===== src/rtl/datapath_seq_ctrl_if.sv =====
// Handshake and control-line bundle between the add-datapath sequencer and its host.
interface datapath_seq_ctrl_if #(
  parameter int unsigned CNT_W = 4
);
  logic             start;
  logic [CNT_W-1:0] count;
  logic             busy;
  logic             done;
  logic             RAin;
  logic             RBin;
  logic             RZin;
  logic             RAout;
  logic             RBout;
  logic             RZout;
  logic [2:0]       step;

  // Host side: issues start/count and observes status and control lines.
  modport master (
    output start, count,
    input  busy, done, RAin, RBin, RZin, RAout, RBout, RZout, step
  );

  // Sequencer side.
  modport slave (
    input  start, count,
    output busy, done, RAin, RBin, RZin, RAout, RBout, RZout, step
  );
endinterface


===== src/rtl/datapath_seq_ctrl.sv =====
// Control-step sequencer computing RB = Imm + N*A on the RA/RB/RZ single-bus datapath.
module datapath_seq_ctrl #(
  parameter int unsigned CNT_W = 4
) (
  input  logic                 clk,
  input  logic                 clear,
  datapath_seq_ctrl_if.slave   ctl
);

  typedef enum logic [2:0] {
    S_IDLE    = 3'd0,
    S_LOAD_A  = 3'd1,
    S_MOVE_AB = 3'd2,
    S_ADD     = 3'd3,
    S_WRBACK  = 3'd4,
    S_DONE    = 3'd5
  } state_e;

  typedef struct packed {
    logic busy;
    logic done;
    logic ra_in;
    logic rb_in;
    logic rz_in;
    logic ra_out;
    logic rb_out;
    logic rz_out;
  } ctl_t;

  state_e           state_q, state_d;
  logic [CNT_W-1:0] rem_q, rem_d;
  ctl_t             out_q, out_d;

  // State, remaining count and registered control lines; clear dominates.
  always_ff @(posedge clk) begin
    if (clear) begin
      state_q <= S_IDLE;
      rem_q   <= '0;
      out_q   <= '0;
    end else begin
      state_q <= state_d;
      rem_q   <= rem_d;
      out_q   <= out_d;
    end
  end

  // Next-state and iteration-count update.
  always_comb begin
    state_d = S_IDLE;
    rem_d   = rem_q;
    case (state_q)
      S_IDLE: begin
        if (ctl.start) begin
          rem_d   = ctl.count;
          state_d = (ctl.count == '0) ? S_DONE : S_LOAD_A;
        end
      end
      S_LOAD_A:  state_d = S_MOVE_AB;
      S_MOVE_AB: state_d = S_ADD;
      S_ADD:     state_d = S_WRBACK;
      S_WRBACK: begin
        rem_d   = rem_q - CNT_W'(1);
        state_d = (rem_q == CNT_W'(1)) ? S_DONE : S_ADD;
      end
      S_DONE:    state_d = S_IDLE;
      default:   state_d = S_IDLE;
    endcase
  end

  // Decode of the upcoming state, registered so each line is glitch-free for its whole state cycle.
  always_comb begin
    out_d = '0;
    case (state_d)
      S_LOAD_A: begin
        out_d.busy  = 1'b1;
        out_d.ra_in = 1'b1;
      end
      S_MOVE_AB: begin
        out_d.busy   = 1'b1;
        out_d.ra_out = 1'b1;
        out_d.rb_in  = 1'b1;
      end
      S_ADD: begin
        out_d.busy   = 1'b1;
        out_d.rb_out = 1'b1;
        out_d.rz_in  = 1'b1;
      end
      S_WRBACK: begin
        out_d.busy   = 1'b1;
        out_d.rz_out = 1'b1;
        out_d.rb_in  = 1'b1;
      end
      S_DONE: begin
        out_d.busy = 1'b1;
        out_d.done = 1'b1;
      end
      default: out_d = '0;
    endcase
  end

  assign ctl.busy  = out_q.busy;
  assign ctl.done  = out_q.done;
  assign ctl.RAin  = out_q.ra_in;
  assign ctl.RBin  = out_q.rb_in;
  assign ctl.RZin  = out_q.rz_in;
  assign ctl.RAout = out_q.ra_out;
  assign ctl.RBout = out_q.rb_out;
  assign ctl.RZout = out_q.rz_out;
  assign ctl.step  = state_q;

endmodule


===== src/flat_wrapper.sv =====
// flat-port wrapper written by rule: the top's interface ports become plain ports
module datapath_seq_ctrl_flat 
#(
  parameter int unsigned CNT_W = 4
)
  (clk, clear, ctl_start, ctl_count, ctl_busy, ctl_done, ctl_RAin, ctl_RBin, ctl_RZin, ctl_RAout, ctl_RBout, ctl_RZout, ctl_step);
  datapath_seq_ctrl_if #(.CNT_W(CNT_W)) ctl_i ();
  input  logic clk;
  input  logic clear;
  input wire logic [$bits(ctl_i.start)-1:0] ctl_start;
  input wire logic [$bits(ctl_i.count)-1:0] ctl_count;
  output wire logic [$bits(ctl_i.busy)-1:0] ctl_busy;
  output wire logic [$bits(ctl_i.done)-1:0] ctl_done;
  output wire logic [$bits(ctl_i.RAin)-1:0] ctl_RAin;
  output wire logic [$bits(ctl_i.RBin)-1:0] ctl_RBin;
  output wire logic [$bits(ctl_i.RZin)-1:0] ctl_RZin;
  output wire logic [$bits(ctl_i.RAout)-1:0] ctl_RAout;
  output wire logic [$bits(ctl_i.RBout)-1:0] ctl_RBout;
  output wire logic [$bits(ctl_i.RZout)-1:0] ctl_RZout;
  output wire logic [$bits(ctl_i.step)-1:0] ctl_step;
  assign ctl_i.start = ctl_start;
  assign ctl_i.count = ctl_count;
  assign ctl_busy = ctl_i.busy;
  assign ctl_done = ctl_i.done;
  assign ctl_RAin = ctl_i.RAin;
  assign ctl_RBin = ctl_i.RBin;
  assign ctl_RZin = ctl_i.RZin;
  assign ctl_RAout = ctl_i.RAout;
  assign ctl_RBout = ctl_i.RBout;
  assign ctl_RZout = ctl_i.RZout;
  assign ctl_step = ctl_i.step;
  datapath_seq_ctrl #(.CNT_W(CNT_W)) u_core (.clk(clk), .clear(clear), .ctl(ctl_i));
endmodule

===== config.mk =====
export PLATFORM = sky130hd
export DESIGN_NAME = datapath_seq_ctrl_flat
export DESIGN_NICKNAME = d
export VERILOG_FILES = /design/src/rtl/datapath_seq_ctrl_if.sv /design/src/rtl/datapath_seq_ctrl.sv /design/src/flat_wrapper.sv
export SDC_FILE = /design/constraint.sdc
export NUM_CORES = 1
export LEC_CHECK = 0
export CAP_MARGIN = 0
export CORE_AREA = 2 2 41 43
export CTS_CLUSTER_DIAMETER = 100
export DETAILED_ROUTE_END_ITERATION = 7
export DIE_AREA = 0 0 43 45
export GPL_TIMING_DRIVEN = 0
export PLACE_DENSITY = 0.86
export REMOVE_ABC_BUFFERS = 1
export SLEW_MARGIN = 30
export SYNTH_ARGS = -nofsm -noshare
export SYNTH_HDL_FRONTEND = slang
export SYNTH_SLANG_ARGS = --single-unit

===== constraint.sdc =====
create_clock -name clk -period 1.55 [get_ports clk]
set_input_delay 0.155 -clock clk [delete_from_list [all_inputs] [get_ports clk]]
set_output_delay 0.155 -clock clk [all_outputs]
set_load 0.01 [all_outputs]

==> reports/results.ini <==
[run_status]
status=complete, no violations

[global_routing]
grt_max_degree=17
grt_pass1_vias=445
grt-ovfl-total=0
grt.busiest_layer=met2
grt_antenna_before_repair=0
use_met3_pct=2.80
grt_use_met1_pct=18.8
grtUsageTotal_pct=14.2
use_met2_pct=20.3
grt_pass1_wl_um=1970

[sta]
drv_slew=0
fmax_mhz=702
rsz0062_at_grt=no
whs_ns=0.485
setup_viol=0
worst_pin_slew_ns=0.457
skew_ns=0.00345
min_period_ns=1.42
layout_setup_ws_ns=0.125
slew_headroom_pct=69.5
post-route-period-util_pct=91.9
hold_viol=0

[yosys]
synth-seq-cells=14
synth_edf_count=0
synth.avg_cell_area_um2=9.80
synthDistinctLibCells=35
async_flop_share_pct=0
syn_inst=66
synthesis.area_um2=647
ys.flop_type=dfxtp_1
synth_warnings=0
ys_seq_area_share_pct=43.3

[floorplanning]
core_um2=1470
rows=14
io_pins=18
die_x_um=43
die_area_um2=1940
die_y_um=45
start_util_pct=44.0

[setup_path]
cp_cell_sequence=clkdlybuf4s50_1
cp-start-kind=flip-flop
cp_slowest_stage_delay_ns=0.56
crit_path_max_fanout=15
worstPathArrival_ns=1.27
path_class=flip-flop to primary output
cp_top_family=buffers and inverters
cp-startpoint=u_core.ctl.step[0]
crit_path_end_kind=primary output
required_ns=1.39
cp_num_buf_inv=1
r2r_start=u_core.rem_q[1]
crit_slowest_cell=clkdlybuf4s50_1

[layout]
mostFrequentLayoutCell=clkdlybuf4s50_1
drive_gt1_share_pct=13.4
most-common-layout-cells=clkdlybuf4s50_1 (17), dfxtp_1 (11), a21oi_1 (6)
nNetsFinal=92
diodes=0
fin_cells=98
areaGrowthSynthToFinish_pct=32.1

[clock_tree]
clk_latency_ns=0.28
cts.sink_count=14
htreeDepth=1
cts_buffers=3
cts_root_buffer=clkbuf_4
cts_tree=built
hold_buffers=0
clk_path_buf_depth=2
path_clk_slew_ns=0.08

[power]
power.density_nw_per_um2=983
p_leak_nw=0.314
ir_drop_mv=0.561
p_total_mw=0.840

[placed_design]
port_buffers=17
place_inst=94
post-dp-hpwl_um=915
gp_congestion=0.834
dp_slack_ns=-0.0574

[min_path]
hp-class=input pin to flip-flop
hold_start=ctl_count[1]

[run]
cap_violations=0

[routing]
vias=548
vias_per_cell=5.59
finalWirelength_um=1240
drt_iter0_drc=13
dr.pass1.iters=4
antenna_left=0
wl_per_cell_um=12.6
drc=0

[kinds of logic after synthesis]
| kind of cell | synth area share (%) |
|---|---|
| adder cells (fa/ha/maj) | 3.87 |
| flip-flops | 43.3 |
| AND/OR/NAND/NOR | 27.9 |
| buffers and inverters | 7.15 |
| AO/OA/AOI/OAI | 17.8 |
[metal layers]
layer / routed length (um) / up-vias / part of all wire [%]
met5: 0 / - / 0
li1: - / 280 / -
met1: 567 / 248 / 46
met2: 576 / 15 / 46
met3: 57 / 5 / 4.6
met4: 37 / 0 / 3.0
[final cells by class]
| cell class | count | area [um^2] |
|---|---|---|
| well taps | 16 | 20.0 |
| clock buffers | 4 | 36.3 |
| inverters | 3 | 11.3 |
| multi-input cells | 44 | 325 |
| repair buffers | 17 | 170 |
| flip-flops and latches | 14 | 292 |
| fillers | 145 | 617 |
[path summary, 6_finish.rpt]
kind | end | cells after the start | slack [ns]
max | ctl_step[0] | 1 | 0.13
min | u_core.rem_q[1] | 3 | 0.49
max reg2reg | u_core.ctl.RAin | 5 | 0.17
min reg2reg | u_core.rem_q[1] | 2 | 0.51
[report_power, final]
group | leakage, nW | switching [mW] | internal [mW] | total, mW
clock network | 0.0210 | 0.115 | 0.143 | 0.258
logic | 0.176 | 0.0653 | 0.0936 | 0.159
registers | 0.117 | 0.0361 | 0.387 | 0.423
total | 0.314 | 0.216 | 0.623 | 0.840
[registers in the layout (all words and copies together) (netlist names)]
signal	cells
u_core.ctl.step	3
u_core.ctl.RBin	1
u_core.ctl.RZin	1
u_core.ctl.RAin	1
u_core.rem_q	4
u_core.ctl.busy	1
u_core.ctl.RAout	1
u_core.ctl.done	1
u_core.ctl.RZout	1
[per-stage QoR]
| step | util [%] | instance area [um^2] | TNS (ns) |
|---|---|---|---|
| final | 58.1 | 855 | 0 |
| after global routing | 58.1 | 855 | 0 |
| after CTS | 57.2 | 842 | 0 |
| after detailed placement | 54.5 | 802 | -0.0719 |
| after global placement | 54.5 | 802 | -0.0253 |
| after floorplan | - | 612 | 0 |
[synth_stat cells (2+ instances only)]
cell type,instances,area share [%]
nand2_1,2,1.2
a21oi_1,6,4.6
inv_1,3,1.7
ha_1,2,3.9
nor3_1,3,2.3
nor2_1,2,1.2
buf_4,2,2.3
dfxtp_1,14,43
nand3_1,2,1.5
nor4_1,2,1.9
a22oi_1,2,2.3
nor3b_1,3,3.5
[repair_timing]
item | 4_1_cts | 5_1_grt
setup endpoints to repair | 4 | 6
pin swaps | 0 | 0
resized for setup | 3 | 4
setup buffers | 0 | 0
endpoints found under the hold margin | 0 | 0
gates cloned | 0 | 0
Power figures use the tool's default switching activity.
